### src/rtl/vga_pkg.sv
// vga_pkg
// Shared definitions for the VGA raster timing generator: default
// 640x480@60 timing constants, the coordinate width and the coordinate type
// used by every producer/consumer of DrawX/DrawY.
package vga_pkg;

  localparam int H_VISIBLE = 640;
  localparam int H_FP      = 16;
  localparam int H_SYNC    = 96;
  localparam int H_BP      = 48;
  localparam int V_VISIBLE = 480;
  localparam int V_FP      = 10;
  localparam int V_SYNC    = 2;
  localparam int V_BP      = 33;

  localparam int H_TOTAL = H_VISIBLE + H_FP + H_SYNC + H_BP;
  localparam int V_TOTAL = V_VISIBLE + V_FP + V_SYNC + V_BP;

  localparam int COORD_W = 10;

  typedef logic [COORD_W-1:0] coord_t;

endpackage

### src/rtl/vga_axis_counter.sv
// vga_axis_counter
// One raster axis: a counter that runs 0..TOTAL-1 and wraps, advancing only
// when enable is high. Used once for the horizontal axis (always enabled)
// and once for the vertical axis (enabled by the horizontal terminal count).
//
// Ports:
//   vga_clk     pixel clock
//   reset       synchronous active-high reset, forces count to 0
//   enable      advance the counter this cycle
//   count       current count (registered)
//   count_next  value count will take at the next edge when not in reset
//   tc          terminal count, high while count == TOTAL-1
module vga_axis_counter
  import vga_pkg::*;
#(
  parameter int TOTAL = H_TOTAL
) (
  input  logic               vga_clk,
  input  logic               reset,
  input  logic               enable,
  output logic [COORD_W-1:0] count,
  output logic [COORD_W-1:0] count_next,
  output logic               tc
);

  localparam coord_t LAST = coord_t'(TOTAL - 1);

  assign tc = (count == LAST);

  // Next value is exposed so the top can decode registered outputs that line
  // up with the counter in the same cycle.
  always_comb begin
    count_next = count;
    if (enable) begin
      count_next = tc ? '0 : count + coord_t'(1);
    end
  end

  always_ff @(posedge vga_clk) begin
    if (reset) begin
      count <= '0;
    end else begin
      count <= count_next;
    end
  end

endmodule

### src/rtl/vga_timing_gen.sv
// vga_timing_gen
// 640x480@60 VGA raster timing from the 25 MHz pixel clock. Produces the
// DrawX/DrawY/blank interface consumed by the renderers, active-low hs/vs for
// the DAC connector, per-line and per-frame strobes and a frame counter.
//
// Ports:
//   vga_clk      pixel clock (only clock)
//   reset        synchronous active-high reset
//   DrawX        current column, 0..H_TOTAL-1
//   DrawY        current row, 0..V_TOTAL-1
//   blank        1 = visible pixel (display enable), 0 = blanking
//   hs, vs       horizontal / vertical sync, active low
//   line_start   1-cycle pulse when DrawX == 0
//   frame_start  1-cycle pulse when (0,0) is reached through a wrap
//   frame_count  completed-frame counter, wraps 255 -> 0
//
// Configuration macro: VGA_PIPE_COMP_EN
//   When defined, blank/hs/vs pass through one extra register stage (reset
//   to 0/1/1) to match the 1-cycle synchronous ROM latency of the renderers.
module vga_timing_gen #(
  parameter int H_VISIBLE = vga_pkg::H_VISIBLE,
  parameter int H_FP      = vga_pkg::H_FP,
  parameter int H_SYNC    = vga_pkg::H_SYNC,
  parameter int H_BP      = vga_pkg::H_BP,
  parameter int V_VISIBLE = vga_pkg::V_VISIBLE,
  parameter int V_FP      = vga_pkg::V_FP,
  parameter int V_SYNC    = vga_pkg::V_SYNC,
  parameter int V_BP      = vga_pkg::V_BP
) (
  input  logic                        vga_clk,
  input  logic                        reset,
  output logic [vga_pkg::COORD_W-1:0] DrawX,
  output logic [vga_pkg::COORD_W-1:0] DrawY,
  output logic                        blank,
  output logic                        hs,
  output logic                        vs,
  output logic                        line_start,
  output logic                        frame_start,
  output logic [7:0]                  frame_count
);

  import vga_pkg::*;

  localparam int H_TOTAL = H_VISIBLE + H_FP + H_SYNC + H_BP;
  localparam int V_TOTAL = V_VISIBLE + V_FP + V_SYNC + V_BP;

  if (H_TOTAL > 1024 || V_TOTAL > 1024) begin : g_total_check
    $error("vga_timing_gen: H_TOTAL/V_TOTAL must not exceed 1024");
  end

  localparam coord_t H_VIS_END  = coord_t'(H_VISIBLE);
  localparam coord_t H_SYNC_BEG = coord_t'(H_VISIBLE + H_FP);
  localparam coord_t H_SYNC_END = coord_t'(H_VISIBLE + H_FP + H_SYNC - 1);
  localparam coord_t V_VIS_END  = coord_t'(V_VISIBLE);
  localparam coord_t V_SYNC_BEG = coord_t'(V_VISIBLE + V_FP);
  localparam coord_t V_SYNC_END = coord_t'(V_VISIBLE + V_FP + V_SYNC - 1);

  coord_t hc, vc, hc_next, vc_next;
  logic   h_tc, v_tc;
  logic   frame_wrap;
  logic   blank_r, hs_r, vs_r;

  vga_axis_counter #(.TOTAL(H_TOTAL)) u_h_counter (
    .vga_clk    (vga_clk),
    .reset      (reset),
    .enable     (1'b1),
    .count      (hc),
    .count_next (hc_next),
    .tc         (h_tc)
  );

  vga_axis_counter #(.TOTAL(V_TOTAL)) u_v_counter (
    .vga_clk    (vga_clk),
    .reset      (reset),
    .enable     (h_tc),
    .count      (vc),
    .count_next (vc_next),
    .tc         (v_tc)
  );

  assign DrawX = hc;
  assign DrawY = vc;

  // (799, V_TOTAL-1) -> (0,0) is the only way into the origin other than
  // reset, so a reset-entered origin never raises frame_start.
  assign frame_wrap = h_tc & v_tc;

  // Outputs are decoded from the counters' next values so that, once
  // registered, they describe the same pixel as DrawX/DrawY.
  always_ff @(posedge vga_clk) begin
    if (reset) begin
      blank_r     <= 1'b0;
      hs_r        <= 1'b1;
      vs_r        <= 1'b1;
      line_start  <= 1'b0;
      frame_start <= 1'b0;
      frame_count <= 8'd0;
    end else begin
      blank_r     <= (hc_next < H_VIS_END) && (vc_next < V_VIS_END);
      hs_r        <= !((hc_next >= H_SYNC_BEG) && (hc_next <= H_SYNC_END));
      vs_r        <= !((vc_next >= V_SYNC_BEG) && (vc_next <= V_SYNC_END));
      line_start  <= h_tc;
      frame_start <= frame_wrap;
      if (frame_wrap) begin
        frame_count <= frame_count + 8'd1;
      end
    end
  end

`ifdef VGA_PIPE_COMP_EN
  logic blank_q, hs_q, vs_q;

  // Delay the display-enable and syncs by one pixel so they meet the pixel
  // data coming out of the renderers' synchronous ROMs.
  always_ff @(posedge vga_clk) begin
    if (reset) begin
      blank_q <= 1'b0;
      hs_q    <= 1'b1;
      vs_q    <= 1'b1;
    end else begin
      blank_q <= blank_r;
      hs_q    <= hs_r;
      vs_q    <= vs_r;
    end
  end

  assign blank = blank_q;
  assign hs    = hs_q;
  assign vs    = vs_q;
`else
  assign blank = blank_r;
  assign hs    = hs_r;
  assign vs    = vs_r;
`endif

endmodule

### config.mk
export PLATFORM = sky130hd
export DESIGN_NAME = vga_timing_gen
export DESIGN_NICKNAME = d
export VERILOG_FILES = /design/src/rtl/vga_pkg.sv /design/src/rtl/vga_axis_counter.sv /design/src/rtl/vga_timing_gen.sv
export SDC_FILE = /design/constraint.sdc
export NUM_CORES = 1
export LEC_CHECK = 0
export BUFFER_PORTS_ARGS = -buffer_cell sky130_fd_sc_hd__buf_2
export CAP_MARGIN = 25
export CORE_MARGIN = 3
export CORE_UTILIZATION = 40
export DETAILED_ROUTE_END_ITERATION = 10
export GPL_ROUTABILITY_DRIVEN = 0
export GPL_TIMING_DRIVEN = 0
export PLACE_DENSITY = 0.65
export SYNTH_ARGS = -nofsm -noshare
export SYNTH_HDL_FRONTEND = slang
export SYNTH_SLANG_ARGS = --single-unit
### constraint.sdc
create_clock -name vga_clk -period 2.7 [get_ports vga_clk]
set_input_delay 0.135 -clock vga_clk [delete_from_list [all_inputs] [get_ports vga_clk]]
set_output_delay 0.135 -clock vga_clk [all_outputs]
set_load 0.02 [all_outputs]
==> results.tsv, run 1 <==
stage	metric	value	unit
status	status	complete, no violations	
clock_network	Clock Latency Late Sink	0.28	ns
detailed_routing	final WL	3.97	mm
worst_setup_path	worst setup path startpoint	u_h_counter.count[0]	
sta	final setup vio count	0	
sta	min Tclk post-route	2.27	ns
logic_synthesis	Synth Register Bits	33	
sta	setup TNS	0	ns
layout	final core occ	50.2	%
global_route	global-route wire length before repair	6.87	mm
layout	share of post-route cells with drive strength above 1	20.3	%
logic_synthesis	sequential element share of the synthesized area	37.8	%
pwr	Pwr Density	442	nW/um2
logic_synthesis	mapped cell area	1750	um2
logic_synthesis	multiplexer area fraction after synthesis	1.15	%
pwr	total power draw	0.912	mW
worst_setup_path	crit-path max cell delay	0.42	ns
worst_setup_path	startpoint types	register	
logic_synthesis	synthesized-area fraction occupied by adder cells	3.58	%
worst_setup_path	worst endpoint data arrival time	2.41	ns
place	HPWL after DPL	2.86	mm
logic_synthesis	most numerous cell in the Yosys netlist	dfxtp_1	
logic_synthesis	largest family of logic cells by synthesized area	simple AND/OR/NAND/NOR gates	
logic_synthesis	Area contributors post-synth	dfxtp_1 (38%), xnor2_1 (5.0%), nor2_1 (4.9%)	
detailed_routing	TritonRoute pass-1 iters	4	
sta	worst slew pin tran	0.520	ns
die	Starting Density	42.4	%
global_route	antenna violations before repair	0	
sta	Max-Slew Margin vs Limit	65.1	%
logic_synthesis	Netlist cell types	44	
logic_synthesis	syn nets	217	
worst_setup_path	critical setup path kind	reg2reg	
worst_setup_path	CP Max Fanout	9	
clock_network	CTS H-Tree Depth	2	
worst_setup_path	CP endpoint kind	register	
worst_setup_path	cells along the critical path	ha_1 -> and4_1 -> buf_2 -> and3_1 -> clkbuf_1 -> o211ai_1 -> a22oi_1 -> nand4_1	
place	Port Buffers	34	
die	die width	72.1	um
sta	Final Cycle Share	83.9	%
clock_network	CTS Root Buffer Type	clkbuf_8	
clock_network	maximum clock path buffer count	2	
logic_synthesis	Primary FF master, synth	dfxtp_1	
logic_synthesis	Yosys warning count	0	
layout	Nets	258	
global_route	total track usage	16.7	%
pwr	VDD IR max	0.159	mV
logic_synthesis	Yosys top cell by area	dfxtp_1	
detailed_routing	DR vias	1610	
worst_setup_path	slowest CP cell	dfxtp_1	
clock_network	CTS tree	built	
logic_synthesis	Synth top area share	37.8	%
logic_synthesis	async set-reset flop share out of synthesis	0	%
global_route	vias in the first global route	1467	
hold_path	min-delay worst type	in2reg	
detailed_routing	DRC viols	0	
worst_setup_path	RR Startpoint	u_h_counter.count[0]	
logic_synthesis	Post-Synthesis Cells	210	
worst_setup_path	Worst Setup EP	vs	
logic_synthesis	post-synthesis simple-gate area fraction	33.3	%
detailed_routing	initial drt markers	97	
die	row count	23	
layout	P&R area growth vs syn	18.3	%
clock_network	Reg clk slew, reported paths	0.06	ns
die	io pins	35	
clock_network	Num CTS Buffers	5	
worst_setup_path	r2r endpoint	vs	
worst_setup_path	R2R Setup Slk	0.43	ns
detailed_routing	Antenna Nets Post-Route	0	
worst_setup_path	FF-to-FF path depth	8	
global_route	largest net degree at the start of global routing	11	
logic_synthesis	Post-synth EDFFs	0	
sta	Clock Skew	0.00521	ns
pwr	leakage	0.767	nW
detailed_routing	met2 wire len	1.70	mm
clock_network	CTS resizes	0	
clock_network	cts-stage hold buffer count	0	
logic_synthesis	synth cell count leaders	dfxtp_1 (33), nor2_1 (23), nand2_1 (17)	
detailed_routing	Via-to-Cell Ratio	5.35	
die	Core ar.	4120	um2
sta	Max Slew Vio Count	0	
sta	fmax	0.441	GHz
job	max cap viols	0	
layout	n_diodes	0	
worst_setup_path	Crit path required time	2.85	ns
detailed_routing	Avg WL per Cell	13.2	um
detailed_routing	uppermost layer routed	met4	
clock_network	clk sinks	33	
logic_synthesis	mean post-synth cell area	8.31	um2
detailed_routing	met3 WL post-DR	200	um
detailed_routing	Post-Route M1 WL	1.98	mm
global_route	GRT overflow	0	
hold_path	Hold Path Stages	3	
logic_synthesis	Synth Area in Compound Gates	11.9	%
die	Die Height	72.1	um
sta	Fin. Hold Viols	0	
clock_network	post-CTS setup buffer count	0	
sta	RSZ-0062 raised after global routing	no	
logic_synthesis	Post-Synth XOR/XNOR Area	7.53	%
die	die area	5190	um2
cell families (layout without fill, tap and decap cells):
logic type | after synthesis | count (layout)
XOR/XNOR | 15 | 15
multiplexers | 2 | 2
AO/OA/AOI/OAI | 34 | 34
adder cells (fa/ha/maj) | 5 | 5
AND/OR/NAND/NOR | 102 | 102
flip-flops | 33 | 33
buffers and inverters | 19 | 60
per-stage QoR:
step                worst slack (ns)  std cells  hold slack [ns]  cell area [um2]
floorplan                      0.516        210            0.246             1750
global placement               0.424        294            0.440             1980
detailed placement             0.395        294            0.443             1980
CTS                            0.403        301            0.148             2060
global route                   0.222        301            0.191             2060
finish                         0.434        301            0.153             2060
worst max-delay path: cells and delay by family (launching register included):
family          cells  cell delay, ns
flops               1            0.42
simple gates        3            0.49
fa+ha+maj           1            0.25
compound gates      2            0.48
buf+inv             2            0.49
layout make-up:
class | count | area [um2]
multi-input cells | 158 | 1000
inverters | 5 | 18.8
clock buffers | 7 | 86.3
well taps | 50 | 62.6
plain buffers | 14 | 63.8
repair buffers | 34 | 170
flip-flops and latches | 33 | 661
fillers | 419 | 2050
layer usage:
| layer | track usage (%) | vias up |
|---|---|---|
| met5 | 0 | - |
| met4 | 7.10 | 0 |
| met3 | 4.43 | 7 |
| met2 | 25.5 | 37 |
| met1 | 22.3 | 728 |
| li1 | - | 838 |
cells in the final DEF (no fill, tap or decap), drive strengths merged, types with 2 or more instances in the layout:
cell / n
and4: 2
and3: 3
a211oi: 2
inv: 5
nor2: 23
dfxtp: 33
ha: 5
nor2b: 4
nand3: 11
a21oi: 13
nand2: 17
nand3b: 4
nand4b: 3
nor4: 5
o21ai: 9
and2: 2
xnor2: 10
nor3: 11
clkbuf: 16
xor2: 5
nor4b: 3
nor3b: 2
a311oi: 2
mux2i: 2
or4: 3
nand4: 5
buf: 39
sequential cells by signal, summed over array words and instances, names as in the netlist:
signal             count
u_h_counter.count     10
u_v_counter.count     10
blank                  1
hs                     1
frame_count            8
vs                     1
frame_start            1
line_start             1
worst min path at each step:
stage                     startpoint  to  slack [ns]
final                          reset  hs        0.15
after global placement         reset  hs        0.44
after global routing           reset  hs        0.19
after floorplan                reset  hs        0.25
after CTS                      reset  hs        0.15
after detailed placement       reset  hs        0.44
power breakdown:
group          internal (mW)  switching, mW
registers              0.493        0.00491
clock network          0.202          0.165
logic                 0.0153         0.0318
(Power assumes the default switching activity.)
==> inputs of run 2 (changes only) <==
--- a/config.mk
+++ b/config.mk
@@ -12,7 +12,7 @@
 export DETAILED_ROUTE_END_ITERATION = 10
 export GPL_ROUTABILITY_DRIVEN = 0
 export GPL_TIMING_DRIVEN = 0
-export PLACE_DENSITY = 0.65
+export PLACE_DENSITY = 0.67
 export SYNTH_ARGS = -nofsm -noshare
 export SYNTH_HDL_FRONTEND = slang
 export SYNTH_SLANG_ARGS = --single-unit
==> constraint.sdc (replaced) <==
create_clock -name vga_clk -period 2 [get_ports vga_clk]
set_input_delay 0.1 -clock vga_clk [delete_from_list [all_inputs] [get_ports vga_clk]]
set_output_delay 0.1 -clock vga_clk [all_outputs]
set_load 0.02 [all_outputs]
==> run 2 against run 1 <==
  * Global-route usage down 0.36 points
  * Clock skew barely moved
  * Largest power group unchanged
  * Sequential cell count unchanged
  * Count of clock-buffer cells in the layout is 1 higher
  * Clock power increased by 30%
==> results.tsv, run 2 (same netlist as run 1, synthesis figures left out) <==
stage	metric	value	unit	change
place	dpl cells	294		unchanged
worst_setup_path	slowest CP cell	or4_4		
sta	Fin. Hold Viols	0		unchanged
worst_setup_path	startpoint types	register		
clock_network	CTS H-Tree Depth	2		unchanged
die	row count	23		unchanged
die	Starting Density	42.4	%	unchanged
layout	Nets	262		+1.6%
worst_setup_path	count of buffer and inverter cells on the critical path	1		-1
clock_network	clk sinks	33		unchanged
clock_network	cts-stage hold buffer count	0		unchanged
worst_setup_path	cells along the critical path	buf_4 -> nor3b_4 -> nand3_4 -> or4_4 -> or3_4 -> a21oi_2		
sta	Setup WS post-layout	0.0234	ns	-0.410 ns
global_route	largest net degree at the start of global routing	11		unchanged
clock_network	CTS Root Buffer Type	clkbuf_8		
global_route	global-route wire length before repair	6.84	mm	-0.31%
worst_setup_path	CP endpoint kind	register		
sta	Clock Skew	0.00555	ns	+0.000340 ns
global_route	GRT overflow	0		unchanged
pwr	total power draw	1.22	mW	+34%
sta	Max-Slew Margin vs Limit	64.5	%	-0.58 points
die	die width	72.1	um	unchanged
layout	share of post-route cells with drive strength above 1	29.7	%	+9.4 points
layout	Fillers	413		-1.4%
layout	top flop regs	u_h_counter.count: 10 flops, u_v_counter.count: 10 flops, frame_count: 8 flops		
worst_setup_path	critical setup path kind	reg2reg		
pwr	leakage	0.804	nW	+4.9%
global_route	total track usage	16.4	%	-0.36 points
clock_network	Clock Latency Late Sink	0.28	ns	about the same
place	Port Buffers	34		unchanged
pwr	Pwr Density	558	nW/um2	+26%
layout	commonest non-fill, non-tap cell in the layout	buf_2		
clock_network	Num CTS Buffers	5		unchanged
detailed_routing	TritonRoute pass-1 iters	4		unchanged
die	Die Height	72.1	um	unchanged
die	io pins	35		unchanged
sta	Final Cycle Share	98.8	%	+15 points
sta	min Tclk post-route	1.98	ns	-0.290 ns
die	Core ar.	4120	um2	unchanged
global_route	vias in the first global route	1491		+1.6%
place	HPWL after DPL	2.89	mm	+1.0%
detailed_routing	initial drt markers	147		+52%
layout	register area	674	um2	+2.1%
layout	Multi-input gate area	1070	um2	+7.0%
global_route	antenna violations before repair	0		unchanged
layout	final core occ	53.3	%	+3.1 points
pwr	VDD IR max	0.273	mV	+71%
place	DP Worst Slack	-0.126	ns	-0.521 ns
job	max cap viols	0		unchanged
layout	P&R area growth vs syn	25.7	%	
status	status	complete, no violations		
detailed_routing	Avg WL per Cell	13.7	um	+4.0%
detailed_routing	DR vias	1670		+3.7%
die	die area	5190	um2	unchanged
sta	fmax	0.506	GHz	+15%
worst_setup_path	cell family with most CP delay	simple AND/OR/NAND/NOR gates		
worst_setup_path	Crit path required time	2.21	ns	-0.64 ns
detailed_routing	final WL	4.19	mm	+5.7%
worst_setup_path	CP Max Fanout	8		-1
detailed_routing	DRC viols	0		unchanged
detailed_routing	Antenna Nets Post-Route	0		unchanged
sta	Max Slew Vio Count	0		unchanged
layout	final cell count without fillers	306		+1.7%
hold_path	min-delay worst type	in2reg		
sta	Hold Worst Slack	0.119	ns	-0.0340 ns
worst_setup_path	crit-path max cell delay	0.52	ns	+0.10 ns
detailed_routing	Via-to-Cell Ratio	5.46		+2.0%
layout	commonest non-fill, non-tap cells in the layout	buf_2 (35), dfxtp_1 (26), nor2_1 (23)		
clock_network	maximum clock path buffer count	2		unchanged
layout	n_diodes	0		unchanged
clock_network	Reg clk slew, reported paths	0.06	ns	about the same
worst_setup_path	R2R Setup Slk	0.02	ns	-0.41 ns
sta	final setup vio count	0		unchanged
worst_setup_path	worst endpoint data arrival time	2.19	ns	-0.22 ns
sta	RSZ-0062 raised after global routing	yes		
clock_network	CTS tree	built		
sta	worst slew pin tran	0.532	ns	+0.0122 ns
## run 2: final cells by class
| class | count | area share (%) |
|---|---|---|
| plain buffers | 12 | 3.19 |
| clock buffers | 8 | 3.65 |
| inverters | 5 | 0.856 |
| multi-input cells | 158 | 48.9 |
| flip-flops and latches | 33 | 30.7 |
| well taps | 50 | 2.85 |
| repair buffers | 40 | 9.81 |
## run 2: path summary, 6_finish.rpt
check / cells after the start / from / to
worst min-delay path: 3 / reset / hs
worst max register to register: 6 / u_h_counter.count[7] / frame_count[7]
worst min register to register: 2 / frame_count[6] / frame_count[6]
worst max-delay path: 6 / u_h_counter.count[7] / frame_count[7]
## run 2: repair_timing
item,CTS,global route
gates resized for setup,8,16
pin swaps,5,1
setup endpoints to repair,3,12
setup buffers,5,1
hold endpoints to repair,0,0
## run 2: where the power goes
group,switching [mW],internal (mW),leakage (nW)
Sequential,0.00631,0.666,0.271
Combinational,0.0483,0.0277,0.494
Clock,0.229,0.247,0.0395
Total,0.284,0.941,0.804
## run 2: tightest hold or removal path, stage by stage
cell and delay [ns]:
buf_2 0.14, a311oi_1 0.05, o2111ai_1 0.07
## run 2: through the flow
stage	TNS, ns	area, um2
after floorplan	-0.00522	1770
after global placement	-0.257	2000
after detailed placement	-0.275	2000
after CTS	0	2140
after global routing	-0.112	2190
final	0	2190
## run 2: metal layers
metal  vias up  track usage [%]  wire (um)
li1        844                -          -
met5         -                0          0
met4         0             6.26         60
met3         6             2.63        159
met2        33             26.2       1970
met1       787             22.1       2000
